<file path="src/rtl/video_pkg.sv">
// Shared types and widths for the tile pixel fetch path.
// The sideband struct travels alongside the tile ROM read.
package video_pkg;

  localparam int TILE_W_DEF  = 8;
  localparam int PAL_W_DEF   = 5;
  localparam int TILE_ROM_AW = TILE_W_DEF + 4;
  localparam int PIX_IDX_W   = 6;

  typedef logic [1:0] pix2_t;

  typedef struct packed {
    logic                 valid;
    logic [PAL_W_DEF-1:0] pal;
    logic [1:0]           sel;
    logic                 blank;
  } fetch_sb_t;

endpackage

</file>
<file path="src/rtl/pipe_delay.sv">
// Fixed-depth shift register with async reset, used to align
// pipeline sideband with the tile ROM read latency.
module pipe_delay #(
  parameter int W     = 8,
  parameter int DEPTH = 1
) (
  input  logic         clk,
  input  logic         rst_n,
  input  logic [W-1:0] d,
  output logic [W-1:0] q
);

  logic [W-1:0] stages [DEPTH];

  // NOTE: every stage is reset, not just the head, so an in-flight
  // valid bit can never survive a reset and emerge afterwards.
  always_ff @(posedge clk or negedge rst_n) begin
    if (!rst_n) begin
      for (int i = 0; i < DEPTH; i++) stages[i] <= '0;
    end else begin
      stages[0] <= d;
      for (int i = 1; i < DEPTH; i++) stages[i] <= stages[i-1];
    end
  end

  assign q = stages[DEPTH-1];

endmodule

</file>
<file path="src/rtl/tile_pixel_fetch.sv">
// Tile pixel fetch: issues the tile ROM byte read for a pixel and
// extracts its 2bpp value into a palette PROM index.
module tile_pixel_fetch
  import video_pkg::*;
#(
  parameter int TILE_W  = TILE_W_DEF,
  parameter int PAL_W   = PAL_W_DEF,
  parameter int ROM_LAT = 1
) (
  input  logic                clk,
  input  logic                rst_n,
  input  logic                in_valid,
  input  logic [TILE_W-1:0]   in_tile,
  input  logic [PAL_W-1:0]    in_pal,
  input  logic [PIX_IDX_W-1:0] in_pixel_num,
  input  logic                in_blank,
  output logic                rom_en,
  output logic [TILE_W+3:0]   rom_addr,
  input  logic [7:0]          rom_data,
  output logic                out_valid,
  output logic [PAL_W+1:0]    out_color,
  output logic                out_transp,
  output logic                out_blank
);

  localparam int SB_W = $bits(fetch_sb_t);

  fetch_sb_t       sb_a;
  fetch_sb_t       sb_b;
  logic [SB_W-1:0] sb_b_bits;
  pix2_t           pix2;

  // Stage A: address and sideband capture. Payload holds across
  // gaps; valid and blank track the input every cycle.
  // NOTE: all state here uses non-blocking assignments so every
  // register samples pre-edge values regardless of statement order.
  always_ff @(posedge clk or negedge rst_n) begin
    if (!rst_n) begin
      rom_en   <= 1'b0;
      rom_addr <= '0;
      sb_a     <= '0;
    end else begin
      rom_en     <= in_valid;
      sb_a.valid <= in_valid;
      sb_a.blank <= in_blank;
      if (in_valid) begin
        rom_addr <= {in_tile, in_pixel_num[5:2]};
        sb_a.pal <= in_pal;
        sb_a.sel <= in_pixel_num[1:0];
      end
    end
  end

  pipe_delay #(
    .W     (SB_W),
    .DEPTH (ROM_LAT)
  ) u_sb_delay (
    .clk   (clk),
    .rst_n (rst_n),
    .d     (sb_a),
    .q     (sb_b_bits)
  );

  assign sb_b = fetch_sb_t'(sb_b_bits);

  // Low plane in bits 3:0, high plane in bits 7:4; index by {plane, sel}.
  assign pix2 = {rom_data[{1'b1, sb_b.sel}], rom_data[{1'b0, sb_b.sel}]};

  // Stage B: colour index; colour and transparency hold during bubbles.
  always_ff @(posedge clk or negedge rst_n) begin
    if (!rst_n) begin
      out_valid  <= 1'b0;
      out_color  <= '0;
      out_transp <= 1'b0;
      out_blank  <= 1'b0;
    end else begin
      out_valid <= sb_b.valid;
      out_blank <= sb_b.blank;
      if (sb_b.valid) begin
        if (sb_b.blank) begin
          out_color  <= '0;
          out_transp <= 1'b1;
        end else begin
          out_color  <= {sb_b.pal, pix2};
          out_transp <= (pix2 == 2'b00);
        end
      end
    end
  end

endmodule

</file>
<file path="config.mk">
export PLATFORM = sky130hd
export DESIGN_NAME = tile_pixel_fetch
export DESIGN_NICKNAME = d
export VERILOG_FILES = /design/src/rtl/video_pkg.sv /design/src/rtl/pipe_delay.sv /design/src/rtl/tile_pixel_fetch.sv
export SDC_FILE = /design/constraint.sdc
export NUM_CORES = 1
export LEC_CHECK = 0
export ABC_AREA = 1
export BUFFER_PORTS_ARGS = -buffer_cell sky130_fd_sc_hd__buf_4
export CAP_MARGIN = 20
export CORE_MARGIN = 2
export CORE_UTILIZATION = 40
export CTS_CLUSTER_SIZE = 10
export DETAILED_ROUTE_END_ITERATION = 16
export GPL_TIMING_DRIVEN = 0
export PLACE_DENSITY = 0.73
export SYNTH_ARGS = -nofsm -noshare
export SYNTH_HDL_FRONTEND = slang
export SYNTH_SLANG_ARGS = --single-unit
</file>
<file path="constraint.sdc">
create_clock -name clk -period 1.4 [get_ports clk]
set_input_delay 0.35 -clock clk [delete_from_list [all_inputs] [get_ports clk]]
set_output_delay 0.35 -clock clk [all_outputs]
set_load 0.05 [all_outputs]
</file>
==> results of run 1 <==
==> kinds of logic after synthesis <==
kind of cell | share of synthesized area (%)
flip-flops | 68.8
multiplexers | 17.3
AND/OR/NAND/NOR | 5.93
buffers and inverters | 3.35
AO/OA/AOI/OAI | 4.64
==> what timing repair did <==
action,CTS,global route
endpoints found under the hold margin,40,0
hold buffers,1,0
resized for setup,0,0
==> placed cells by master (no fill, tap or decap) <==
cell type | netlist | layout
mux2_4 | 10 | 10
clkbuf_8 | 0 | 2
nor2_1 | 2 | 2
inv_1 | 5 | 5
inv_2 | 2 | 2
nand2_1 | 11 | 11
a21oi_1 | 1 | 1
buf_6 | 2 | 2
nand2b_1 | 1 | 1
a21boi_2 | 1 | 1
clkbuf_4 | 0 | 5
nor2_4 | 1 | 1
dlygate4sd3_1 | 0 | 1
a22o_1 | 5 | 5
buf_4 | 0 | 53
mux2_2 | 9 | 9
dfrtp_1 | 40 | 40
o21a_1 | 1 | 1
nand3_1 | 4 | 4
==> cell type report <==
class	count	area, µm²	share of cell area [%]
flip-flops and latches	40	1000	50.4
repair buffers	54	408	20.5
multi-input cells	46	405	20.4
clock buffers	7	65.1	3.28
well taps	46	57.6	2.90
inverters	7	26.3	1.32
plain buffers	2	22.5	1.13
==> state kept, by name, summed over array words and instances, names as in the netlist <==
register / count
u_sb_delay.q: 9
out_valid: 1
out_color: 7
rom_addr: 12
out_transp: 1
out_blank: 1
sb_a: 9
==> per-stage QoR <==
stage	util (%)	total power, µW	worst slack, ps	instances
detailed placement	55.9	1940	169	194
global route	58.1	2660	60.9	202
finish	58.1	2530	109	202
floorplan	-	1710	350	95
CTS	58.1	2560	85.5	202
global placement	55.9	1920	202	194
==> final timing paths <==
path                                             end  slack (ps)
setup / recovery                        out_color[5]         110
hold / removal                     sb_a[0]$_DFF_PN0_         130
setup reg to reg            out_color[0]$_DFFE_PN0P_         350
hold reg to reg            u_sb_delay.q[0]$_DFF_PN0_         350
max in group asynchronous        sb_a[1]$_DFFE_PN0P_         560
min in group asynchronous  u_sb_delay.q[3]$_DFF_PN0_         510
==> power by group <==
group / switching [µW] / total [µW] / internal, µW
clock network: 332 / 617 / 285
logic: 351 / 588 / 237
registers: 60.4 / 1320 / 1260
total: 744 / 2530 / 1780
==> layer usage <==
metal	global-route usage, %	wire length [µm]	share of wire, %	vias to the layer above
met2	25.5	1450	56	30
li1	-	-	-	440
met4	4.79	15	0.57	0
met5	0	0	0	-
met3	5.81	174	6.6	2
met1	16.7	975	37	457
==> flow_metrics.env, run 1 <==
export IMPL_ys_warn_count=0
export IMPL_path_max_fanout=2
export IMPL_worstPathRequired_ps=1050
export IMPL_diodes=0
export IMPL_async_flop_share_pct=100
export IMPL_hold_class="in2reg"
export IMPL_fin_nets=187
export IMPL_cts_buffers_inserted=5
export IMPL_pin_count=54
export IMPL_fin_area_mm2=0.00199
export IMPL_clkTransAtPathRegs_ps=110
export IMPL_cp_start_kind="flip-flop"
export IMPL_place_congestion=0.735
export IMPL_end_kind="primary output"
export IMPL_cpMaxStageDelayCell="dfrtp_1"
export IMPL_die_y_um=64.3
export IMPL_hpwlAfterDp_mm=2.00
export IMPL_fill_cells=304
export IMPL_path_class="reg2out"
export IMPL_drive_gt1_share_pct=54.5
export IMPL_die_w_um=64.3
export IMPL_synth_top_area_share_pct=68.8
export IMPL_port_buffers=53
export IMPL_vias_per_cell=4.60
export IMPL_worst_pin_slew_ps=475
export IMPL_ys_top_cells_by_count="dfrtp_1, nand2_1, mux2_4"
export IMPL_cpPeakStageDelay_ps=420
export IMPL_grt_use_total_pct=14.8
export IMPL_syn_to_final_growth_pct=36.5
export IMPL_clock_root_buffer="clkbuf_4"
export IMPL_placed_area_mm2=0.00191
export IMPL_max_freq_mhz=774
export IMPL_min_from="in_blank"
export IMPL_setup_viol=0
export IMPL_first_pass_iters=4
export IMPL_crit_buf_inv=1
export IMPL_path_cells="buf_4"
export IMPL_ys_seq_area_share_pct=68.8
export IMPL_worstReg2RegStart="u_sb_delay.q[8]$_DFF_PN0_"
export IMPL_netlist_instances=95
export IMPL_num_vias=929
export IMPL_grt_pass1_wl_mm=4.53
export IMPL_grt_pass1_vias=998
export IMPL_drc=0
export IMPL_antenna_found_initial=0
export IMPL_grt_max_degree=41
export IMPL_crit_family="flip-flops"
export IMPL_cts_buffer_depth=2
export IMPL_cp_arrival_ps=940
export IMPL_htree_levels=2
export IMPL_fin_setup_tns_ps=0
export IMPL_critPathLaunch="out_color[5]$_DFFE_PN0P_"
export IMPL_initialDrtViolationCount=25
export IMPL_post_cts_setup_buffer_count=0
export IMPL_yosys_area_top_type="dfrtp_1"
export IMPL_cts_sinks=40
export IMPL_slew_headroom_pct=68.3
export IMPL_whs_ps=133
export IMPL_avgRoutedWirePerCell_um=13.0
export IMPL_initial_core_util_pct=42.6
export IMPL_ys_flop_type="dfrtp_1"
export IMPL_holdPathStages=1
export IMPL_ant_nets=0
export IMPL_clk_latency_ps=330
export IMPL_post_route_period_util_pct=92.2
export IMPL_wirelength_mm=2.62
export IMPL_slew_viol_final=0
export IMPL_grt_setup_unrepaired="no"
export IMPL_syn_area_mm2=0.00146
export IMPL_synth_edf_count=0
export IMPL_core_area_mm2=0.00342
export IMPL_min_period_ps=1290
export IMPL_synth_area_top_cells="dfrtp_1, mux2_4, mux2_2, a22o_1, nand2_1"
export IMPL_p_leak_uw=0.00101
export IMPL_ys_ff_latch=40
export IMPL_die_area_mm2=0.00414
export IMPL_synth_most_common_cell="dfrtp_1"
export IMPL_clock_skew_ps=5.56
export IMPL_row_count=21
export IMPL_crit_cells=1
export IMPL_synth_nets=126
export IMPL_gr_total_overflow=0
export IMPL_powerDensity_mw_per_mm2=1270
export IMPL_worst_ir_drop_vdd_uv=951
export IMPL_synthDistinctLibCells=15
export IMPL_syn_area_per_cell_um2=15.3
export IMPL_hold_viol=0
export IMPL_max_cap_violations=0
export IMPL_run_status="complete, no violations"
export IMPL_cts_tree="yes"
export IMPL_reg2reg_depth=4
(Power assumes the default switching activity.)
==> inputs of run 2 (changes only) <==
CORE_UTILIZATION = 45   (was 40)
PLACE_DENSITY = default   (was 0.73)
PLACE_DENSITY_LB_ADDON = 0.3   (was default)
clock period = 1.37 ns   (was 1.4 ns; I/O delays follow)
==> run 2 against run 1 <==
  * Worst setup slack worse by 17 ps
  * Critical path type unchanged
  * Power is 0.68% higher
  * Core utilization up 6.6 points
  * Non-clock buffer count stayed put
  * Die area decreased by 10%
  * Clock power shrank 4.7%
  * Hold slack got worse by 16 ps
  * Final area decreased by 0.44%
  * Combinational power rose by 3%
  * Sequential share of layout area grew 0.22 points
==> flow_metrics.env, run 2 (synthesis gave the netlist of run 1 again) <==
export IMPL_cp_start_kind="flip-flop"
export IMPL_wl_met1_mm=1.05
export IMPL_post_route_period_util_pct=93.3
export IMPL_ant_nets=0
export IMPL_clk_latency_ps=330
export IMPL_cts_sinks=40
export IMPL_setup_viol=0
export IMPL_regArea_mm2=0.00100
export IMPL_avgRoutedWirePerCell_um=13.2
export IMPL_grt_pass1_vias=963
export IMPL_grt_use_total_pct=16.3
export IMPL_worst_ir_drop_vdd_uv=682
export IMPL_grt_setup_unrepaired="no"
export IMPL_path_max_fanout=2
export IMPL_die_y_um=60.9
export IMPL_worstPathRequired_ps=1030
export IMPL_cts_hold_fix_buffers=1
export IMPL_max_cap_violations=0
export IMPL_first_pass_iters=4
export IMPL_initial_core_util_pct=47.7
export IMPL_worst_pin_slew_ps=478
export IMPL_cts_tree="yes"
export IMPL_cts_buffers_inserted=5
export IMPL_cp_arrival_ps=940
export IMPL_row_count=20
export IMPL_crit_buf_inv=1
export IMPL_drc=0
export IMPL_clock_skew_ps=7.31
export IMPL_mostFrequentLayoutCells="buf_4, dfrtp_1, nand2_1"
export IMPL_path_class="reg2out"
export IMPL_fin_setup_tns_ps=0
export IMPL_cts_resized=0
export IMPL_wirelength_mm=2.66
export IMPL_fin_util_pct=64.8
export IMPL_drive_gt1_share_pct=53.5
export IMPL_syn_to_final_growth_pct=35.9
export IMPL_place_congestion=0.675
export IMPL_clkTransAtPathRegs_ps=110
export IMPL_largest_reg_flops=12
export IMPL_hold_viol=0
export IMPL_dr_wl_met3_um=129
export IMPL_cpPeakStageDelay_ps=410
export IMPL_final_common_cell="buf_4"
export IMPL_run_status="complete, no violations"
export IMPL_initialDrtViolationCount=18
export IMPL_cpMaxStageDelayCell="dfrtp_1"
export IMPL_diodes=0
export IMPL_grt_max_degree=41
export IMPL_clock_root_buffer="clkbuf_4"
export IMPL_antenna_found_initial=0
export IMPL_fill_cells=257
export IMPL_slew_headroom_pct=68.1
export IMPL_dr_max_layer_used="met4"
export IMPL_hold_class="in2reg"
export IMPL_die_w_um=60.9
export IMPL_die_area_mm2=0.00370
export IMPL_grt_pass1_wl_mm=4.23
export IMPL_pin_count=54
export IMPL_max_freq_mhz=782
export IMPL_min_period_ps=1280
export IMPL_core_area_mm2=0.00305
export IMPL_top_register="rom_addr"
export IMPL_powerDensity_mw_per_mm2=1290
export IMPL_path_cells="buf_4"
export IMPL_fin_nets=187
export IMPL_port_buffers=53
export IMPL_multi_input_area_um2=405
export IMPL_met2WireLength_mm=1.47
export IMPL_post_cts_setup_buffer_count=0
export IMPL_crit_family="flip-flops"
export IMPL_whs_ps=117
export IMPL_slew_viol_final=0
export IMPL_vias_per_cell=4.65
export IMPL_cts_buffer_depth=2
export IMPL_gr_total_overflow=0
export IMPL_end_kind="primary output"
export IMPL_num_vias=934
export IMPL_p_leak_uw=0.00100
export IMPL_htree_levels=2
==> run 2: cell count changes in the layout (fill, tap and decap cells not counted), sizes merged <==
cell    change
clkbuf      +1
==> run 2: final timing paths <==
kind / startpoint / to / slack (ps) / cells past startpoint
max in group asynchronous: rst_n / u_sb_delay.q[7]$_DFF_PN0_ / 520 / 2
max: rom_addr[4]$_DFFE_PN0P_ / rom_addr[4] / 90 / 1
max reg2reg: u_sb_delay.q[8]$_DFF_PN0_ / out_color[0]$_DFFE_PN0P_ / 310 / 4
min in group asynchronous: rst_n / u_sb_delay.q[2]$_DFF_PN0_ / 510 / 2
min: in_blank / sb_a[0]$_DFF_PN0_ / 120 / 1
min reg2reg: sb_a[0]$_DFF_PN0_ / u_sb_delay.q[0]$_DFF_PN0_ / 360 / 0
==> run 2: metal layers <==
layer / track usage (%) / vias up
li1: - / 437
met1: 18.0 / 469
met2: 28.3 / 26
met3: 6.40 / 2
met4: 6.52 / 0
met5: 0 / -
==> run 2: through the flow <==
stage,cells,setup WS [ps],power [µW],area [µm²]
2_1_floorplan,95,327,1750,1460
4_1_cts,201,68.3,2590,1980
3_5_place_dp,192,157,1990,1910
5_1_grt,201,31.8,2680,1980
6_report,201,92.0,2550,1980
3_3_place_gp,192,182,1960,1910
==> run 2: power breakdown <==
part / leakage [µW] / internal (µW) / switching [µW] / total, µW
combinational: 0.000495 / 242 / 361 / 603
clock: 0.0000326 / 254 / 335 / 588
sequential: 0.000476 / 1290 / 63.6 / 1350
total: 0.00100 / 1790 / 759 / 2550
==> run 2: final cells by class <==
type	instances	area share, %
buffer	2	1.14
clock buffer	8	2.97
inverter	7	1.33
multi-input combinational	46	20.5
sequential	40	50.6
tap	44	2.78
timing repair buffer	54	20.6
==> run 2: worst register-to-register path, delay by kind of cell (launching register included) <==
kind,cells,cell delay (ps)
AND/OR/NAND/NOR,2,200
buffers and inverters,1,160
AO/OA/AOI/OAI,1,160
flip-flops,1,430
